$ cat config.mk
export PLATFORM = sky130hd
export DESIGN_NAME = fft_mag_peak
export DESIGN_NICKNAME = d
export VERILOG_FILES = /design/src/rtl/fft_dsp_pkg.sv /design/src/rtl/fft_mag_lane.sv /design/src/rtl/fft_mag_peak.sv
export SDC_FILE = /design/constraint.sdc
export NUM_CORES = 2
export LEC_CHECK = 0
export BUFFER_PORTS_ARGS = -buffer_cell sky130_fd_sc_hd__buf_4
export CAP_MARGIN = 20
export CORE_MARGIN = 1
export CORE_UTILIZATION = 45
export DETAILED_ROUTE_END_ITERATION = 10
export SETUP_SLACK_MARGIN = 0.2
export SYNTH_ARGS = -nofsm -noshare
export SYNTH_HDL_FRONTEND = slang
export SYNTH_HIERARCHICAL = 1
export SYNTH_SLANG_ARGS = --single-unit
export TNS_END_PERCENT = 10
$ cat constraint.sdc
create_clock -name aclk -period 6.3 [get_ports aclk]
set_input_delay 0.63 -clock aclk [delete_from_list [all_inputs] [get_ports aclk]]
set_output_delay 0.63 -clock aclk [all_outputs]
set_load 0.005 [all_outputs]
$ cat src/rtl/fft_dsp_pkg.sv
`default_nettype none
// ============================================================================
//  Module      : fft_dsp_pkg
//  Description : Shared widths, types and helpers for the FFT post-processing
//                blocks (magnitude / peak detection).
//  Revision    : 1.0  initial release
// ============================================================================
package fft_dsp_pkg;

    // Width of one real or imaginary component of an FFT bin.
    localparam int BIN_W       = 16;
    // Width of an unsigned |X|^2 magnitude.
    localparam int MAG_W       = 32;
    // Width of one lane of the peak report: {bin index, magnitude}.
    localparam int PEAK_LANE_W = 48;
    // Width of the zero-extended bin index field inside a peak report lane.
    localparam int PEAK_IDX_W  = PEAK_LANE_W - MAG_W;

    // One complex FFT bin as it appears on the input bus: {im, re}.
    typedef struct packed {
        logic [BIN_W-1:0] im;
        logic [BIN_W-1:0] re;
    } bin_t;

    // Ceiling log2, used to size bin counters.  clogb2(1) = 0.
    function automatic int clogb2(input int n);
        int r;
        r = 0;
        for (int i = 0; i < 31; i++) begin
            if ((1 << i) < n) begin
                r = i + 1;
            end
        end
        return r;
    endfunction

endpackage : fft_dsp_pkg
`default_nettype wire

$ cat src/rtl/fft_mag_lane.sv
`default_nettype none
// ============================================================================
//  Module      : fft_mag_lane
//  Description : One lane of the FFT magnitude / peak datapath.
//                S1 registers re*re and im*im, S2 registers their sum as an
//                unsigned |X|^2.  The S2 output is compared against the
//                running frame peak on every output handshake, and the peak
//                is copied to the report register at end of frame.
//  Ports       : clk, rst      - clock, asynchronous active-high reset
//                i_s1_load     - input beat accepted into S1
//                i_s2_load     - S1 content moves into S2
//                i_bin         - {im, re} two's complement bin
//                i_hs          - S2 beat accepted downstream
//                i_first       - the accepted beat is bin 0 of a frame
//                i_eof         - the accepted beat ends the frame
//                i_idx         - bin index of the accepted beat
//                o_mag         - S2 magnitude
//                o_report      - {zero-extended peak index, peak magnitude}
//  Revision    : 1.0  initial release
// ============================================================================
module fft_mag_lane
    import fft_dsp_pkg::*;
#(
    parameter int IDX_W = 13
) (
    input  logic                   clk,
    input  logic                   rst,
    input  logic                   i_s1_load,
    input  logic                   i_s2_load,
    input  logic [2*BIN_W-1:0]     i_bin,
    input  logic                   i_hs,
    input  logic                   i_first,
    input  logic                   i_eof,
    input  logic [IDX_W-1:0]       i_idx,
    output logic [MAG_W-1:0]       o_mag,
    output logic [PEAK_LANE_W-1:0] o_report
);

    bin_t                     w_bin;
    logic signed [BIN_W-1:0]  w_re;
    logic signed [BIN_W-1:0]  w_im;
    logic signed [MAG_W-1:0]  w_re_sq;
    logic signed [MAG_W-1:0]  w_im_sq;
    logic [MAG_W-1:0]         w_sum;

    logic signed [MAG_W-1:0]  r_re_sq;
    logic signed [MAG_W-1:0]  r_im_sq;
    logic [MAG_W-1:0]         r_mag;

    logic [MAG_W-1:0]         r_peak_mag;
    logic [IDX_W-1:0]         r_peak_idx;
    logic [MAG_W-1:0]         r_rpt_mag;
    logic [IDX_W-1:0]         r_rpt_idx;

    logic                     w_gt;
    logic [MAG_W-1:0]         w_peak_mag_nxt;
    logic [IDX_W-1:0]         w_peak_idx_nxt;

    assign w_bin = bin_t'(i_bin);
    assign w_re  = w_bin.re;
    assign w_im  = w_bin.im;

    // Signed 16x16 squares are never negative and at most 2^30, so the sum
    // of the two reaches at most 2^31 and fits the unsigned 32-bit result.
    assign w_re_sq = w_re * w_re;
    assign w_im_sq = w_im * w_im;
    assign w_sum   = $unsigned(r_re_sq) + $unsigned(r_im_sq);

    // Strict compare: on a tie the earlier (lower) bin is kept.  Bin 0
    // unconditionally restarts the search.
    assign w_gt           = r_mag > r_peak_mag;
    assign w_peak_mag_nxt = (i_first || w_gt) ? r_mag : r_peak_mag;
    assign w_peak_idx_nxt = i_first ? '0 : (w_gt ? i_idx : r_peak_idx);

    always_ff @(posedge clk or posedge rst) begin
        if (rst) begin
            r_re_sq    <= '0;
            r_im_sq    <= '0;
            r_mag      <= '0;
            r_peak_mag <= '0;
            r_peak_idx <= '0;
            r_rpt_mag  <= '0;
            r_rpt_idx  <= '0;
        end else begin
            if (i_s1_load) begin
                r_re_sq <= w_re_sq;
                r_im_sq <= w_im_sq;
            end
            if (i_s2_load) begin
                r_mag <= w_sum;
            end
            if (i_hs) begin
                r_peak_mag <= w_peak_mag_nxt;
                r_peak_idx <= w_peak_idx_nxt;
                // The report includes the comparison of the closing beat.
                if (i_eof) begin
                    r_rpt_mag <= w_peak_mag_nxt;
                    r_rpt_idx <= w_peak_idx_nxt;
                end
            end
        end
    end

    assign o_mag    = r_mag;
    assign o_report = {PEAK_IDX_W'(r_rpt_idx), r_rpt_mag};

endmodule : fft_mag_lane
`default_nettype wire

$ cat src/rtl/fft_mag_peak.sv
`default_nettype none
// ============================================================================
//  Module      : fft_mag_peak
//  Description : FFT post-processor.  Converts each lane of the complex-bin
//                AXI-Stream into |X|^2 through a 2-stage elastic pipeline and
//                reports the peak bin of every lane once per frame.
//  Ports       : aclk, areset           - clock, asynchronous active-high reset
//                s_axis_*               - FFT bins in, lane c at [32c+31:32c]
//                m_axis_*               - |X|^2 out, lane c at [32c+31:32c]
//                m_peak_*               - per-frame peak report, 48 bits/lane
//                evt_peak_overrun       - pulse: pending report overwritten
//                evt_tlast_missing      - pulse: frame closed by bin count
//                evt_tlast_unexpected   - pulse: frame closed early by tlast
//                frame_count            - reports generated (wrapping)
//  Revision    : 1.0  initial release
// ============================================================================
module fft_mag_peak
    import fft_dsp_pkg::*;
#(
    parameter int FFT_LEN            = 8192,
    parameter int FFT_CHANNELS       = 2,
    parameter int FFT_AXI_DATA_WIDTH = 32
) (
    input  logic                                   aclk,
    input  logic                                   areset,
    input  logic [FFT_CHANNELS*FFT_AXI_DATA_WIDTH-1:0] s_axis_tdata,
    input  logic                                   s_axis_tvalid,
    input  logic                                   s_axis_tlast,
    output logic                                   s_axis_tready,
    output logic [FFT_CHANNELS*MAG_W-1:0]          m_axis_tdata,
    output logic                                   m_axis_tvalid,
    output logic                                   m_axis_tlast,
    input  logic                                   m_axis_tready,
    output logic [FFT_CHANNELS*PEAK_LANE_W-1:0]    m_peak_tdata,
    output logic                                   m_peak_tvalid,
    input  logic                                   m_peak_tready,
    output logic                                   evt_peak_overrun,
    output logic                                   evt_tlast_missing,
    output logic                                   evt_tlast_unexpected,
    output logic [15:0]                            frame_count
);

    localparam int               IDX_W    = clogb2(FFT_LEN);
    localparam logic [IDX_W-1:0] IDX_LAST = IDX_W'(FFT_LEN - 1);

    // Input is held off for the first cycle after reset so that s_axis_tready
    // reads 0 while reset is asserted, like every other output.
    logic             r_en;
    logic             r_v1;
    logic             r_last1;
    logic             r_v2;
    logic             r_last2;
    logic [IDX_W-1:0] r_idx;
    logic             r_pk_valid;
    logic [15:0]      r_frame_count;
    logic             r_evt_overrun;
    logic             r_evt_missing;
    logic             r_evt_unexp;

    logic             w_adv1;
    logic             w_adv2;
    logic             w_accept;
    logic             w_s2_load;
    logic             w_out_hs;
    logic             w_first;
    logic             w_idx_last;
    logic             w_eof;
    logic             w_load;

    // Elastic handshake: a stage may advance when it is empty or the stage
    // after it is advancing.
    assign w_adv2    = !r_v2 || m_axis_tready;
    assign w_adv1    = !r_v1 || w_adv2;
    assign w_accept  = s_axis_tvalid && s_axis_tready;
    assign w_s2_load = w_adv2 && r_v1;
    assign w_out_hs  = r_v2 && m_axis_tready;

    // Frame bookkeeping follows the output handshake, so the bin index
    // always refers to the magnitude currently leaving S2.
    assign w_first    = (r_idx == '0);
    assign w_idx_last = (r_idx == IDX_LAST);
    assign w_eof      = r_last2 || w_idx_last;
    assign w_load     = w_out_hs && w_eof;

    always_ff @(posedge aclk or posedge areset) begin
        if (areset) begin
            r_en    <= 1'b0;
            r_v1    <= 1'b0;
            r_last1 <= 1'b0;
            r_v2    <= 1'b0;
            r_last2 <= 1'b0;
        end else begin
            r_en <= 1'b1;
            if (w_adv1) begin
                r_v1    <= w_accept;
                r_last1 <= s_axis_tlast;
            end
            if (w_adv2) begin
                r_v2    <= r_v1;
                r_last2 <= r_last1;
            end
        end
    end

    always_ff @(posedge aclk or posedge areset) begin
        if (areset) begin
            r_idx         <= '0;
            r_pk_valid    <= 1'b0;
            r_frame_count <= '0;
            r_evt_overrun <= 1'b0;
            r_evt_missing <= 1'b0;
            r_evt_unexp   <= 1'b0;
        end else begin
            if (w_out_hs) begin
                r_idx <= w_eof ? '0 : r_idx + 1'b1;
            end
            // A fresh load wins over a consuming tready in the same cycle.
            if (w_load) begin
                r_pk_valid <= 1'b1;
            end else if (m_peak_tready) begin
                r_pk_valid <= 1'b0;
            end
            if (w_load) begin
                r_frame_count <= r_frame_count + 16'd1;
            end
            r_evt_overrun <= w_load && r_pk_valid && !m_peak_tready;
            r_evt_missing <= w_out_hs && w_idx_last && !r_last2;
            r_evt_unexp   <= w_out_hs && r_last2 && !w_idx_last;
        end
    end

    for (genvar c = 0; c < FFT_CHANNELS; c++) begin : g_lane
        fft_mag_lane #(
            .IDX_W (IDX_W)
        ) u_lane (
            .clk       (aclk),
            .rst       (areset),
            .i_s1_load (w_accept),
            .i_s2_load (w_s2_load),
            .i_bin     (s_axis_tdata[c*FFT_AXI_DATA_WIDTH +: 2*BIN_W]),
            .i_hs      (w_out_hs),
            .i_first   (w_first),
            .i_eof     (w_eof),
            .i_idx     (r_idx),
            .o_mag     (m_axis_tdata[c*MAG_W +: MAG_W]),
            .o_report  (m_peak_tdata[c*PEAK_LANE_W +: PEAK_LANE_W])
        );
    end

    assign s_axis_tready        = r_en && w_adv1;
    assign m_axis_tvalid        = r_v2;
    assign m_axis_tlast         = r_last2;
    assign m_peak_tvalid        = r_pk_valid;
    assign evt_peak_overrun     = r_evt_overrun;
    assign evt_tlast_missing    = r_evt_missing;
    assign evt_tlast_unexpected = r_evt_unexp;
    assign frame_count          = r_frame_count;

endmodule : fft_mag_peak
`default_nettype wire

## Word-level counts from Yosys, hierarchy flattened

Index checks and enable logic that the tools add are counted.

- Bits in writable memories: 0
- Word-level logic and storage cells: 69
- Latch bits: 0
- Input bits: 70
- Memory bits (read-only): 0
- Flip-flop bits (word level): 410
- Memories: 0
- Output and inout bits: 183

- Reductions and logical operators: 24
- Divide/modulo/power cells: 0
- Multipliers: 4
- Shifts and indexed selects: 0
- $add $sub $neg: 4
- Bitwise gates (word level): 0
- Muxes and demuxes: 9
- Equal/unequal tests: 1
- Order comparisons: 2

Operators with widths:

| cell | number |
|---|---|
| 16-bit by 16-bit multiplier with 32-bit output | 4 |
| 13-bit two-way mux | 5 |
| 32-bit adder | 2 |
| 32-bit greater-than comparator | 2 |
| 32-bit two-way mux | 2 |
| 16-bit by 1-bit adder with 16-bit output, second input constant | 1 |
| 13-bit by 1-bit adder with 13-bit output, second input constant | 1 |
| 13-bit equality test, second input constant | 1 |
| 13-bit zero test | 1 |
| 1-bit logical AND | 11 |
| 1-bit zero test | 5 |
| 1-bit logical OR | 5 |
| 1-bit two-way mux | 2 |
| 2-bit AND reduction | 1 |
| 2-bit nonzero test | 1 |

## Depth between registers and ports, before layout

- Depth in word-level cells: 5
- Mapped depth: 25
- Mapped depth without buffers: 24

## Modules after synthesis

Netlist, hierarchy kept.

By module, submodules not included:

| module | cells each | area each (µm²) | instances | sequential area each (µm²) |
|---|---|---|---|---|
| fft_mag_lane (g_lane[0].u_lane) | 2,799 | 27,267.4 | 1 | 4,604.4 |
| fft_mag_lane (g_lane[1].u_lane) | 2,782 | 27,253.6 | 1 | 4,604.4 |
| fft_mag_peak | 176 | 1,834.3 | 1 | 950.9 |

## Least setup slack after synthesis

No wires, ideal clock.

- Path kind: input port to flip-flop
- Start: input port s_axis_tdata[3]
- End: register g_lane[0].u_lane.r_re_sq[29]
- Data arrival time: 6.620 ns
- Buffers on the path: 1
- Setup slack: -0.445 ns
- Cell stages on the path: 23
- Cell sequence: clkbuf_1 > nand2_1 > inv_1 > fa_1 > inv_1 > fa_1 > fa_1 > fa_1 > inv_1 > fa_1 > inv_1 > fa_1 > inv_1 > ha_1 > and2_1 > a221o_1 > a21oi_1 > a21bo_2 > a21o_1 > a2111oi_1 > o31ai_1 > xor2_1 > mux2_2

- Word-level cells in the longest chain between the ends: 1

Ends and longest elaborated chain:

| element | RTL line | text |
|---|---|---|
| start: declaration | fft_mag_peak.sv:26 | `input logic [FFT_CHANNELS*FFT_AXI_DATA_WIDTH-1:0] s_axis_tdata,` |
| 16-bit by 16-bit multiplier with 32-bit output | fft_mag_lane.sv:65 | `assign w_re_sq = w_re * w_re;` |
| end signal: assignment | fft_mag_lane.sv:86 | `r_re_sq <= w_re_sq;` |
| end: declaration | fft_mag_lane.sv:46 | `logic signed [MAG_W-1:0] r_re_sq;` |

Every way passes these cells.
A chain may end at the register's enable or synchronous reset.

## Worst setup path in the final report

- Start: input port s_axis_tdata[41]
- End: register g_lane[1].u_lane.r_re_sq[29]

- Word-level cells in the longest chain between the ends: 1

Ends and longest elaborated chain:

| element | RTL line |
|---|---|
| 16-bit by 16-bit multiplier with 32-bit output | fft_mag_lane.sv:65 |
| end signal: assignment | fft_mag_lane.sv:86 |
| end: declaration | fft_mag_lane.sv:46 |

Every way passes these cells.

==> flow_summary.json <==
{
  "slew_viol_final": 0,
  "clock.fmax_ghz": 0.168,
  "root_buffer": "clkbuf_16",
  "ys_ff_latch": 406,
  "rows": 129,
  "drt-wirelength-per-cell_um": 17.3,
  "r2r-start": "g_lane[0].u_lane/o_mag[9]$_DFFE_PP0P_",
  "cts_sinks": 406,
  "maxCapViolCount": 0,
  "clk_pin_slew_worst_paths_ns": 0.06,
  "ys.flop_type": "dfrtp_1",
  "syn_inst": 5757,
  "fillCellCount": 11500,
  "rr_endpoint": "g_lane[0].u_lane/r_peak_mag[13]$_DFFE_PP0P_",
  "ys_types": 100,
  "crit_start": "s_axis_tdata[41]",
  "grt_pass1_vias": 44000,
  "antenna_found_initial": 2,
  "ys_seq_area_frac": 0.180,
  "violations": "design-rule violations",
  "viasPerCell": 5.07,
  "layout-drive-gt1-share": 0.168,
  "start_util": 0.455,
  "cts_tree": "built",
  "fin_crit_ns": 5.95,
  "critPathArrivalTime_ns": 6.46,
  "drcViolationCount": 26,
  "finalSetupViolCount": 0,
  "first_pass_iters": 11,
  "cts.path.max_buffers": 3,
  "status": "complete, but fails checks",
  "async_reset_ff_frac": 1.00,
  "crit_type": "in2reg",
  "core_um2": 124000,
  "num_vias": 40600,
  "dp_cells": 7922,
  "die_h_um": 356,
  "htreeDepth": 2,
  "crit_fanout": 11,
  "r2r_cells": 11,
  "syn_area_per_cell_um2": 9.79,
  "final_nets": 7830,
  "synth_edf_count": 0,
  "hp-class": "in2async",
  "rsz0062_at_grt": "yes",
  "die_area_um2": 127000,
  "critPathLaunchType": "input pin",
  "worstSkewPairLatency_ns": 0.62,
  "pre_cts_slack_ns": -0.272,
  "dpl.hpwl_um": 118000,
  "ff2ff_setup_slack_ns": 1.46,
  "fin_crit_sh": 0.944,
  "grt_pass1_wl_um": 230000,
  "finalHoldViolations": 0,
  "ioPinCount": 253,
  "drt_iter0_markers": 2054,
  "required_ns": 6.81,
  "finalWorstSetupSlack_ns": 0.353,
  "area_growth_pct": 15.1,
  "gp_congestion": 0.881,
  "fin_skew_ns": 0.0489,
  "ctsHoldBuffers": 0,
  "end_kind": "flop",
  "grt_start_max_net_pins": 110,
  "cts_buffers": 45,
  "ant_nets": 0,
  "die-width_um": 356,
  "relSlewSlack": 0.272,
  "stdcell_count": 8007,
  "max_slew.worst_pin.slew_ns": 1.09,
  "grt-ovfl-total": 0,
  "routed_wl_um": 138000,
  "grt_usage": 0.228,
  "io_buffers": 246,
  "synth_area_um2": 56400,
  "ys_warn_count": 6
}
-- cell usage after synthesis (all sizes together) (25+ instances only) --
cell / number / area, um^2
inv: 1373 / 5150
buf: 39 / 273
a21oi: 153 / 777
a31o: 34 / 298
o21ai: 171 / 867
fa: 943 / 18900
a32o: 35 / 350
clkbuf: 139 / 522
mux2i: 60 / 601
nor2: 260 / 991
nor2b: 37 / 231
and2: 166 / 1040
nand3: 76 / 398
a31oi: 46 / 294
a21o: 83 / 623
dfrtp: 406 / 10200
a211oi: 25 / 208
xor2: 64 / 561
nand2: 438 / 1640
mux2: 185 / 2240
nor3: 46 / 230
nand4: 26 / 178
ha: 483 / 6040
xnor2: 166 / 1450
-- worst max path at each step --
stage	cells past startpoint	to	slack (ns)
2_1_floorplan	23	g_lane[0].u_lane/r_re_sq[29]$_DFFE_PP0P_	0.01
3_3_place_gp	22	g_lane[0].u_lane/r_re_sq[29]$_DFFE_PP0P_	-0.19
3_5_place_dp	22	g_lane[0].u_lane/r_re_sq[29]$_DFFE_PP0P_	-0.27
4_1_cts	22	g_lane[0].u_lane/r_re_sq[29]$_DFFE_PP0P_	0.37
5_1_grt	25	g_lane[1].u_lane/r_re_sq[30]$_DFFE_PP0P_	0.10
6_report	25	g_lane[1].u_lane/r_re_sq[29]$_DFFE_PP0P_	0.35
-- logic make-up after synthesis --
| family | count (synthesis) | synth area share |
|---|---|---|
| adders and majority gates | 1426 | 0.442 |
| buffers and inverters | 1556 | 0.106 |
| DFF | 406 | 0.180 |
| AOI/OAI and AO/OA | 712 | 0.0856 |
| xor gates and xnor gates | 230 | 0.0357 |
| and+or+nand+nor | 1179 | 0.0996 |
| muxes | 245 | 0.0505 |
| other | 3 | 0.000200 |
-- per-layer routing --
layer,up-vias,share of wire,wire length (um),track usage
met3,147,0.040,5570,0.0275
met4,0,0.021,2870,0.0450
li1,19200,-,-,-
met2,664,0.51,71100,0.409
met1,20600,0.43,58800,0.294
met5,-,0,0,0
-- state kept, by name, indices dropped and copies added (netlist names), 13 cells and up --
register / cells
g_lane.u_lane/r_peak_idx: 26
g_lane.u_lane/r_peak_mag: 64
r_idx: 13
g_lane.u_lane/o_mag: 64
g_lane.u_lane/r_rpt_mag: 64
g_lane.u_lane/r_im_sq: 62
g_lane.u_lane/r_rpt_idx: 26
frame_count: 16
g_lane.u_lane/r_re_sq: 62
-- cell type report --
cell class / instances / area (um^2) / area share
Tap cell: 1637 / 2050 / 0.0316
Multi-Input combinational cell: 3799 / 40500 / 0.624
Inverter: 1378 / 5190 / 0.0800
Clock inverter: 25 / 388 / 0.00598
Clock buffer: 57 / 1210 / 0.0187
Sequential cell: 406 / 10200 / 0.157
Antenna cell: 1 / 2.50 / 0.0000386
Timing Repair Buffer: 704 / 5410 / 0.0833
-- what timing repair did --
action / CTS / global route
setup endpoints to repair: 0 / 13
setup buffers: 0 / 1
gates resized for setup: 0 / 4
-- cell usage in the layout, fill, tap and decap left out, types with 34 or more instances in the layout --
cell | synthesis | layout
a21o_1 | 83 | 82
a21oi_1 | 152 | 152
a31o_2 | 34 | 34
a31oi_1 | 45 | 45
a32o_1 | 35 | 35
and2_1 | 166 | 158
buf_4 | 12 | 695
clkbuf_16 | 0 | 45
dfrtp_1 | 406 | 406
fa_1 | 943 | 940
ha_1 | 483 | 478
inv_1 | 1373 | 1364
mux2_2 | 135 | 134
mux2_4 | 43 | 44
mux2i_1 | 60 | 60
nand2_1 | 438 | 436
nand3_1 | 74 | 74
nor2_1 | 258 | 256
nor2b_1 | 37 | 36
nor3_1 | 46 | 45
o21ai_0 | 167 | 162
xnor2_1 | 166 | 166
xor2_1 | 64 | 64
-- critical path, stage by stage --
cell	delay, ns
buf_4	0.12
buf_4	0.22
and2_1	0.18
inv_1	0.06
fa_1	0.48
inv_1	0.07
fa_1	0.53
inv_1	0.05
fa_1	0.48
inv_1	0.05
fa_1	0.46
fa_1	0.50
inv_1	0.05
fa_1	0.47
inv_1	0.04
ha_1	0.30
a21o_1	0.18
a21o_1	0.17
a21oi_1	0.17
inv_1	0.08
a211oi_2	0.23
o21ai_1	0.19
o41ai_1	0.37
xnor2_1	0.11
mux2_2	0.27
-- through the flow --
| stage | utilization | hold slack [ns] | cell area (um^2) | TNS (ns) |
|---|---|---|---|---|
| 2_1_floorplan | - | 0.446 | 56600 | 0 |
| 3_3_place_gp | 0.510 | 0.461 | 63200 | -2.50 |
| 3_5_place_dp | 0.510 | 0.465 | 63200 | -4.23 |
| 4_1_cts | 0.523 | 0.0930 | 64800 | 0 |
| 5_1_grt | 0.523 | 0.106 | 64900 | 0 |
| 6_report | 0.523 | 0.0560 | 64900 | 0 |
Power is left out: the tool's default activity adds up to more than one toggle a clock period on the data nets, which glitch-free logic cannot reach.
